<file path="config.mk">
export PLATFORM = sky130hd
export DESIGN_NAME = execute_cycle
export DESIGN_NICKNAME = d
export VERILOG_FILES = /design/src/rtl/exec_pkg.sv /design/src/rtl/alu.sv /design/src/rtl/execute_cycle.sv
export SDC_FILE = /design/constraint.sdc
export NUM_CORES = 1
export LEC_CHECK = 0
export ABC_AREA = 1
export BUFFER_PORTS_ARGS = -buffer_cell sky130_fd_sc_hd__buf_2
export CELL_PAD_IN_SITES_DETAIL_PLACEMENT = 1
export CELL_PAD_IN_SITES_GLOBAL_PLACEMENT = 2
export CORE_MARGIN = 2
export CORE_UTILIZATION = 29
export CTS_CLUSTER_SIZE = 10
export DETAILED_ROUTE_END_ITERATION = 12
export PLACE_DENSITY_LB_ADDON = 0.1
export SLEW_MARGIN = 20
export SYNTH_ARGS = -nofsm -noshare
export SYNTH_HDL_FRONTEND = slang
export SYNTH_HIERARCHICAL = 1
export SYNTH_SLANG_ARGS = --single-unit
export TNS_END_PERCENT = 20
</file>
<file path="constraint.sdc">
create_clock -name clk -period 5.6 [get_ports clk]
set_input_delay 0.84 -clock clk [delete_from_list [all_inputs] [get_ports clk]]
set_output_delay 0.84 -clock clk [all_outputs]
set_load 0.05 [all_outputs]
</file>
<file path="src/rtl/exec_pkg.sv">
// Shared definitions for the RV32I execute stage.
//   ALU_*      : 3-bit ALU opcodes carried on ALUControlE
//   fwd_sel_e  : operand source select for the forwarding muxes
//   fwd_select : turns MEM/WB hazard hits into a select, MEM winning
package exec_pkg;

  localparam logic [2:0] ALU_ADD = 3'b000;
  localparam logic [2:0] ALU_SUB = 3'b001;
  localparam logic [2:0] ALU_AND = 3'b010;
  localparam logic [2:0] ALU_OR  = 3'b011;
  localparam logic [2:0] ALU_SLT = 3'b101;

  typedef enum logic [1:0] {
    FWD_RF,
    FWD_WB,
    FWD_MEM
  } fwd_sel_e;

  // The MEM stage holds the younger result, so it beats WB.
  function automatic fwd_sel_e fwd_select(input logic mem_hit, input logic wb_hit);
    if (mem_hit)     return FWD_MEM;
    else if (wb_hit) return FWD_WB;
    else             return FWD_RF;
  endfunction

endpackage

</file>
<file path="src/rtl/alu.sv">
// Combinational ALU for the execute stage.
//   SrcA, SrcB  : operands
//   ALUControl  : opcode (add, sub, and, or, signed slt; others give 0)
//   Result      : result, modulo 2^DATA_W
//   Zero        : Result == 0, used for beq
module alu
  import exec_pkg::*;
#(
  parameter int DATA_W = 32
) (
  input  logic [DATA_W-1:0] SrcA,
  input  logic [DATA_W-1:0] SrcB,
  input  logic [2:0]        ALUControl,
  output logic [DATA_W-1:0] Result,
  output logic              Zero
);

  logic slt;

  assign slt = ($signed(SrcA) < $signed(SrcB));

  always_comb begin
    Result = '0;
    case (ALUControl)
      ALU_ADD: Result = SrcA + SrcB;
      ALU_SUB: Result = SrcA - SrcB;
      ALU_AND: Result = SrcA & SrcB;
      ALU_OR:  Result = SrcA | SrcB;
      ALU_SLT: Result = {{(DATA_W-1){1'b0}}, slt};
      default: Result = '0;
    endcase
  end

  assign Zero = (Result == '0);

endmodule

</file>
<file path="src/rtl/execute_cycle.sv">
// Execute stage of the 5-stage RV32I pipeline.
// Takes the ID/EX register outputs, forwards operands from MEM/WB, runs the
// ALU, resolves beq and computes the branch target, and holds the EX/MEM
// pipeline register.
//   Inputs : clk, rst (async, active-low), decode controls, RD1/RD2/imm,
//            RS1/RS2/RD indices, PCE/PCPlus4E, WB forwarding source
//   Outputs: PCSrcE/PCTargetE (combinational), EX/MEM register (*M)
// Build option: define EXEC_FWD_EN to include the forwarding muxes; without
// it the operands come straight from the register file values.
module execute_cycle
  import exec_pkg::*;
#(
  parameter int DATA_W = 32,
  parameter int REG_AW = 5
) (
  input  logic              clk,
  input  logic              rst,
  input  logic              RegWriteE,
  input  logic              ALUSrcE,
  input  logic              MemWriteE,
  input  logic              ResultSrcE,
  input  logic              BranchE,
  input  logic [2:0]        ALUControlE,
  input  logic [DATA_W-1:0] RD1_E,
  input  logic [DATA_W-1:0] RD2_E,
  input  logic [DATA_W-1:0] Imm_Ext_E,
  input  logic [REG_AW-1:0] RS1_E,
  input  logic [REG_AW-1:0] RS2_E,
  input  logic [REG_AW-1:0] RD_E,
  input  logic [DATA_W-1:0] PCE,
  input  logic [DATA_W-1:0] PCPlus4E,
  input  logic              RegWriteW,
  input  logic [REG_AW-1:0] RDW,
  input  logic [DATA_W-1:0] ResultW,
  output logic              PCSrcE,
  output logic [DATA_W-1:0] PCTargetE,
  output logic              RegWriteM,
  output logic              MemWriteM,
  output logic              ResultSrcM,
  output logic [REG_AW-1:0] RD_M,
  output logic [DATA_W-1:0] ALUResultM,
  output logic [DATA_W-1:0] WriteDataM,
  output logic [DATA_W-1:0] PCPlus4M
);

  logic [DATA_W-1:0] src_a;
  logic [DATA_W-1:0] src_b;
  logic [DATA_W-1:0] write_data_e;
  logic [DATA_W-1:0] alu_result_e;
  logic              zero_e;

  logic              reg_write_d,  reg_write_q;
  logic              mem_write_d,  mem_write_q;
  logic              result_src_d, result_src_q;
  logic [REG_AW-1:0] rd_d,         rd_q;
  logic [DATA_W-1:0] alu_result_d, alu_result_q;
  logic [DATA_W-1:0] write_data_d, write_data_q;
  logic [DATA_W-1:0] pc_plus4_d,   pc_plus4_q;

`ifdef EXEC_FWD_EN
  fwd_sel_e fwd_a_sel;
  fwd_sel_e fwd_b_sel;

  // x0 is hardwired zero, so a pending write to it must never be forwarded.
  always_comb begin
    fwd_a_sel = fwd_select(reg_write_q && (rd_q != '0) && (rd_q == RS1_E),
                           RegWriteW && (RDW != '0) && (RDW == RS1_E));
    fwd_b_sel = fwd_select(reg_write_q && (rd_q != '0) && (rd_q == RS2_E),
                           RegWriteW && (RDW != '0) && (RDW == RS2_E));
  end

  always_comb begin
    src_a = RD1_E;
    case (fwd_a_sel)
      FWD_MEM: src_a = alu_result_q;
      FWD_WB:  src_a = ResultW;
      default: src_a = RD1_E;
    endcase
    write_data_e = RD2_E;
    case (fwd_b_sel)
      FWD_MEM: write_data_e = alu_result_q;
      FWD_WB:  write_data_e = ResultW;
      default: write_data_e = RD2_E;
    endcase
  end
`else
  // Without forwarding the WB inputs exist only on the port list.
  logic unused_fwd;
  assign unused_fwd   = ^{RegWriteW, RDW, ResultW};
  assign src_a        = RD1_E;
  assign write_data_e = RD2_E;
`endif

  assign src_b = ALUSrcE ? Imm_Ext_E : write_data_e;

  alu #(
    .DATA_W(DATA_W)
  ) u_alu (
    .SrcA      (src_a),
    .SrcB      (src_b),
    .ALUControl(ALUControlE),
    .Result    (alu_result_e),
    .Zero      (zero_e)
  );

  assign PCSrcE    = BranchE & zero_e;
  assign PCTargetE = PCE + Imm_Ext_E;

  always_comb begin
    reg_write_d  = RegWriteE;
    mem_write_d  = MemWriteE;
    result_src_d = ResultSrcE;
    rd_d         = RD_E;
    alu_result_d = alu_result_e;
    write_data_d = write_data_e;
    pc_plus4_d   = PCPlus4E;
  end

  always_ff @(posedge clk or negedge rst) begin
    if (!rst) begin
      reg_write_q  <= 1'b0;
      mem_write_q  <= 1'b0;
      result_src_q <= 1'b0;
      rd_q         <= '0;
      alu_result_q <= '0;
      write_data_q <= '0;
      pc_plus4_q   <= '0;
    end else begin
      reg_write_q  <= reg_write_d;
      mem_write_q  <= mem_write_d;
      result_src_q <= result_src_d;
      rd_q         <= rd_d;
      alu_result_q <= alu_result_d;
      write_data_q <= write_data_d;
      pc_plus4_q   <= pc_plus4_d;
    end
  end

  assign RegWriteM  = reg_write_q;
  assign MemWriteM  = mem_write_q;
  assign ResultSrcM = result_src_q;
  assign RD_M       = rd_q;
  assign ALUResultM = alu_result_q;
  assign WriteDataM = write_data_q;
  assign PCPlus4M   = pc_plus4_q;

endmodule
</file>
Yosys cells after proc, flatten, opt, wreduce, memory -nomap -nowiden:

Index checks and enable logic that the tools add are counted.

* $add $sub $neg: 3
* magnitude comparators: 1
* equality and inequality tests: 4
* muxes and demuxes: 2
* bitwise logic cells: 3
* reduce and logical (&&, ||, !) cells: 2

Operators by type and width (count)
* one-hot mux 32 bit (5 select lines): 1
* adder 32 bit: 2
* bitwise AND 32 bit: 1
* zero test 32 bit: 1
* less-than comparator 32 bit: 1
* 2-to-1 mux 32 bit: 1
* OR 32 bit: 1
* subtractor 32 bit: 1
* == test 3 x 2 -> 1 bit, second input constant: 2
* == test 3 x 1 -> 1 bit, second input constant: 1
* == test 3 bit, second input constant: 1
* zero test 3 bit: 1
* bitwise AND 1 bit: 1

* bits in registers: 104
* input port bits: 223
* output and inout bits: 137
* logic and storage cells: 22

Logic depth before layout (Yosys ltp):

* depth after elaboration: 5
* gate-level depth with buffers: 27
* gate-level depth less buffers: 24

Cells and area by module:

The synthesis kept the hierarchy.

By module, submodules not included
* alu: instances 1, cells each 1321, area an instance 6506.2 µm², sequential area each 0.0 µm²
* execute_cycle: instances 1, cells each 633, area an instance 5312.6 µm², sequential area each 2602.5 µm²

Worst setup path after synthesis:

Ideal clock, no wire load.

* path type: input to output
* from: input port ALUSrcE
* to: output port PCSrcE
* arrival time: 3.589 ns
* required time: 4.760 ns
* slack: 1.171 ns
* stages: 24
* buffers on the path: 3
* cells stage by stage: clkbuf_1 buf_2 mux2_2 inv_1 ha_1 buf_2 nor2_1 inv_1 nor2_2 nand2_1 inv_1 and2_1 nand2_1 nand3_1 nand2_1 nand3_1 nand2_1 nor2_1 nand2_1 nor2_1 nand2_1 nor2_1 nand2_1 inv_1

* word-level cells in the longest chain between the ends: 5
* elaborated cells between the ends (all ways): 9
* classes of those cells: 2 x add/sub; 1 x order compare; 2 x mux; 3 x bitwise; 1 x reduce/logical

Ends and longest elaborated chain
* start: declaration: line execute_cycle.sv:19 `input logic ALUSrcE,`
* 2-to-1 mux 32 bit (*): line execute_cycle.sv:94 `assign src_b = ALUSrcE ? Imm_Ext_E : write_data_e;`
* via src_b[16]: line execute_cycle.sv:47 `logic [DATA_W-1:0] src_b;`
* subtractor 32 bit, or another cell as far along: line alu.sv:26 `ALU_SUB: Result = SrcA - SrcB;`
* one-hot mux 32 bit (5 select lines) (*): line alu.sv:24 `case (ALUControl)`
* zero test 32 bit (*): line alu.sv:34 `assign Zero = (Result == '0);`
* via zero_e: line execute_cycle.sv:50 `logic zero_e;`
* bitwise AND 1 bit (*): line execute_cycle.sv:106 `assign PCSrcE = BranchE & zero_e;`
* end: declaration: line execute_cycle.sv:35 `output logic PCSrcE,`

The timed path passes the listed nets; every way through them passes the cells marked *.

Final worst setup path:

Same ends and word-level chain as after synthesis.

==> flow_summary.ini <==
[timing]
fin_crit_sh_pct = 93.4
fin_crit_ns = 5.23
hold_violations = 0
rsz0062_at_grt = no
worst_pin_slew_ns = 0.925
finalSetupTns_ns = 0
max_clock_freq_ghz = 0.191
relSlewSlack_pct = 38.4
setup_viol = 0
maxSlewViolCount = 0

[final_layout]
layout_commonest_cell = nand2_1
multi_input_area_um2 = 7480
final_cell_mix = nand2_1, inv_1, buf_2, nor2_1
seqCellArea_um2 = 2600
nets = 2621
drive_above_1_share_pct = 18.7
synthToLayoutAreaGrowth_pct = 21.1
fillers = 5375
antenna_cells = 0

[power]
p_seq_share_pct = 25.7
internal-power_mw = 1.58
irDropWorstVdd_mv = 0.137
p_clk_share_pct = 21.8
p_leak_nw = 8.73
sw_frac_of_total_pct = 50.5
combinationalPowerShare_pct = 52.5
powerDensity_nw_per_um2 = 222
p_total_mw = 3.18
p_sw_mw = 1.60

[synth]
synthArstFlopShare_pct = 100
ys_warn_count = 6
synthCells = 1954
syn_nets = 2318
postSynthAreaPerCell_um2 = 6.05
synth_flop_cell = dfrtp_1
synth.ff_latch_count = 104
ys_seq_area_share_pct = 22.0
synth-edff-count = 0
syn-cell-area_um2 = 11800
synth.distinct_cells = 36

[die]
die-area_um2 = 42400
coreArea_um2 = 40000
die_h_um = 206
die_w_um = 206
pin_count = 360
start_util_pct = 29.5
rows = 73

[global_routing]
grt_max_degree = 72
grt_pass1_vias = 13200
antenna_found_initial = 1
grt_usage_pct = 23.7
grt_first_pass_wirelength_um = 75800
overflow = 0

[worst_setup_path]
cp_slowest_cell = mux2_2
critPathCaptureType = output pin
worstPathCellList = buf_2 -> buf_12 -> mux2_2 -> inv_1 -> ha_1 -> inv_1 -> nand2_1 -> nor2_1 -> nand2_1 -> nor3_1 -> nand2_1 -> nand3_1 -> nand2_1 -> nand3_1 -> nand2_1 -> nor2_1 -> nand2_1 -> nor2_1 -> nand2_1 -> nor2_1 -> nand2_1 -> inv_1 -> buf_2
critical-path-max-stage-delay_ns = 0.38
critPathLaunch = ALUSrcE
startpoint_type = primary input
required_ns = 4.76
cp_max_fo = 26
critPathKind = primary input to output pin
worstPathArrival_ns = 4.39
cp_common_cell = nand2_1

[route]
drt-pass1-iter-count = 4
final_antenna_net_count = 0
vias = 12800
initialDrtViolationCount = 515
finalWirelength_um = 49500
vias_per_cell = 4.58
post_drt_wl_per_cell_um = 17.7
drc = 0

[clock_tree]
cts_hold_buf = 0
cts_made_buffers = 9
root_buffer = clkbuf_16
cts_tree = yes
cts.sinks = 104
htreeDepth = 3
cts_buffer_depth = 2
clk_pin_slew_ns = 0.09

[flow_run]
cap_viol_max_count = 0

[placement]
dp_hpwl_um = 43100
gp_congestion = 0.860
port_buffers = 311

[outcome]
run_status = completed

[worst_hold_path]
hold_class = primary input to asynchronous set/reset pin
synthesized netlist by cell type (5+ instances only):
master / count / share of area (%)
mux2_2: 30 / 2.9
nand4_1: 17 / 0.90
nand2_2: 15 / 0.79
nand2_1: 638 / 20
xor2_1: 16 / 1.2
a21oi_1: 82 / 3.5
ha_1: 138 / 15
inv_1: 414 / 13
buf_4: 5 / 0.32
buf_2: 17 / 0.72
o21bai_1: 12 / 0.76
nor2_2: 7 / 0.37
inv_2: 6 / 0.19
nor3_1: 15 / 0.64
nor2_1: 204 / 6.5
o21ai_0: 40 / 1.7
o22ai_1: 18 / 0.95
nand3_1: 135 / 5.7
dfrtp_1: 104 / 22
flip-flops by register name, summed over array words and instances, names as in the netlist:
register and flops:
RD_M 5, RegWriteM 1, WriteDataM 32, ALUResultM 32, ResultSrcM 1, PCPlus4M 32, MemWriteM 1
stage by stage:
step	cells	area [um2]	utilization, %	setup slack [ns]	hold WS (ns)
floorplan	1954	11800	-	1.17	0.544
global placement	2771	14000	34.9	0.267	0.947
detailed placement	2771	14000	34.9	0.196	0.949
CTS	2787	14300	35.7	0.144	0.532
global route	2787	14300	35.8	0.00192	0.526
finish	2787	14300	35.8	0.369	0.556
per-layer routing:
metal,track usage [%],wire length [um],up-vias
met3,3.00,1570,42
met2,42.6,24500,211
met5,0,13,-
li1,-,-,6538
met1,29.8,22300,5980
met4,5.97,1090,2
kinds of logic after synthesis:
logic type / synth area share, %
xor+xnor: 1.26
mux: 3.05
fa+ha+maj: 15.1
buf+inv: 14.9
flops: 22.0
simple gates: 36.2
compound gates: 7.45
repair_timing:
action / 4_1_cts / 5_1_grt
setup buffers: 0 / 0
resized for setup: 0 / 12
setup endpoints to repair: 0 / 1
power by group through the flow:
stage               clock network, mW  registers (mW)  logic, mW
floorplan                           0            1.03      0.932
global placement                    0           0.830       1.65
detailed placement                  0           0.833       1.67
CTS                             0.733           0.819       1.68
global route                    0.761           0.824       1.84
finish                          0.695           0.817       1.67
how the worst max path moves through the flow:
stage	end	slack, ns	cells past startpoint
CTS	PCSrcE	0.14	21
global placement	PCSrcE	0.27	21
floorplan	PCSrcE	1.17	24
detailed placement	PCSrcE	0.20	21
global route	PCSrcE	0.002	23
finish	PCSrcE	0.37	23
worst max-delay path, delay by kind of cell:
kind	cells	cell delay (ns)
adder cells (fa/ha/maj)	1	0.35
AND/OR/NAND/NOR	15	1.72
buffers and inverters	6	1.07
multiplexers	1	0.38
area by class of cell:
cell class,count,share of cell area [%]
Multi-Input combinational cell,1397,52.3
Timing Repair Buffer,325,11.7
Tap cell,525,4.59
Clock inverter,7,0.638
Clock buffer,9,1.57
Sequential cell,104,18.2
Inverter,420,11.0
Power figures use the tool's default switching activity.
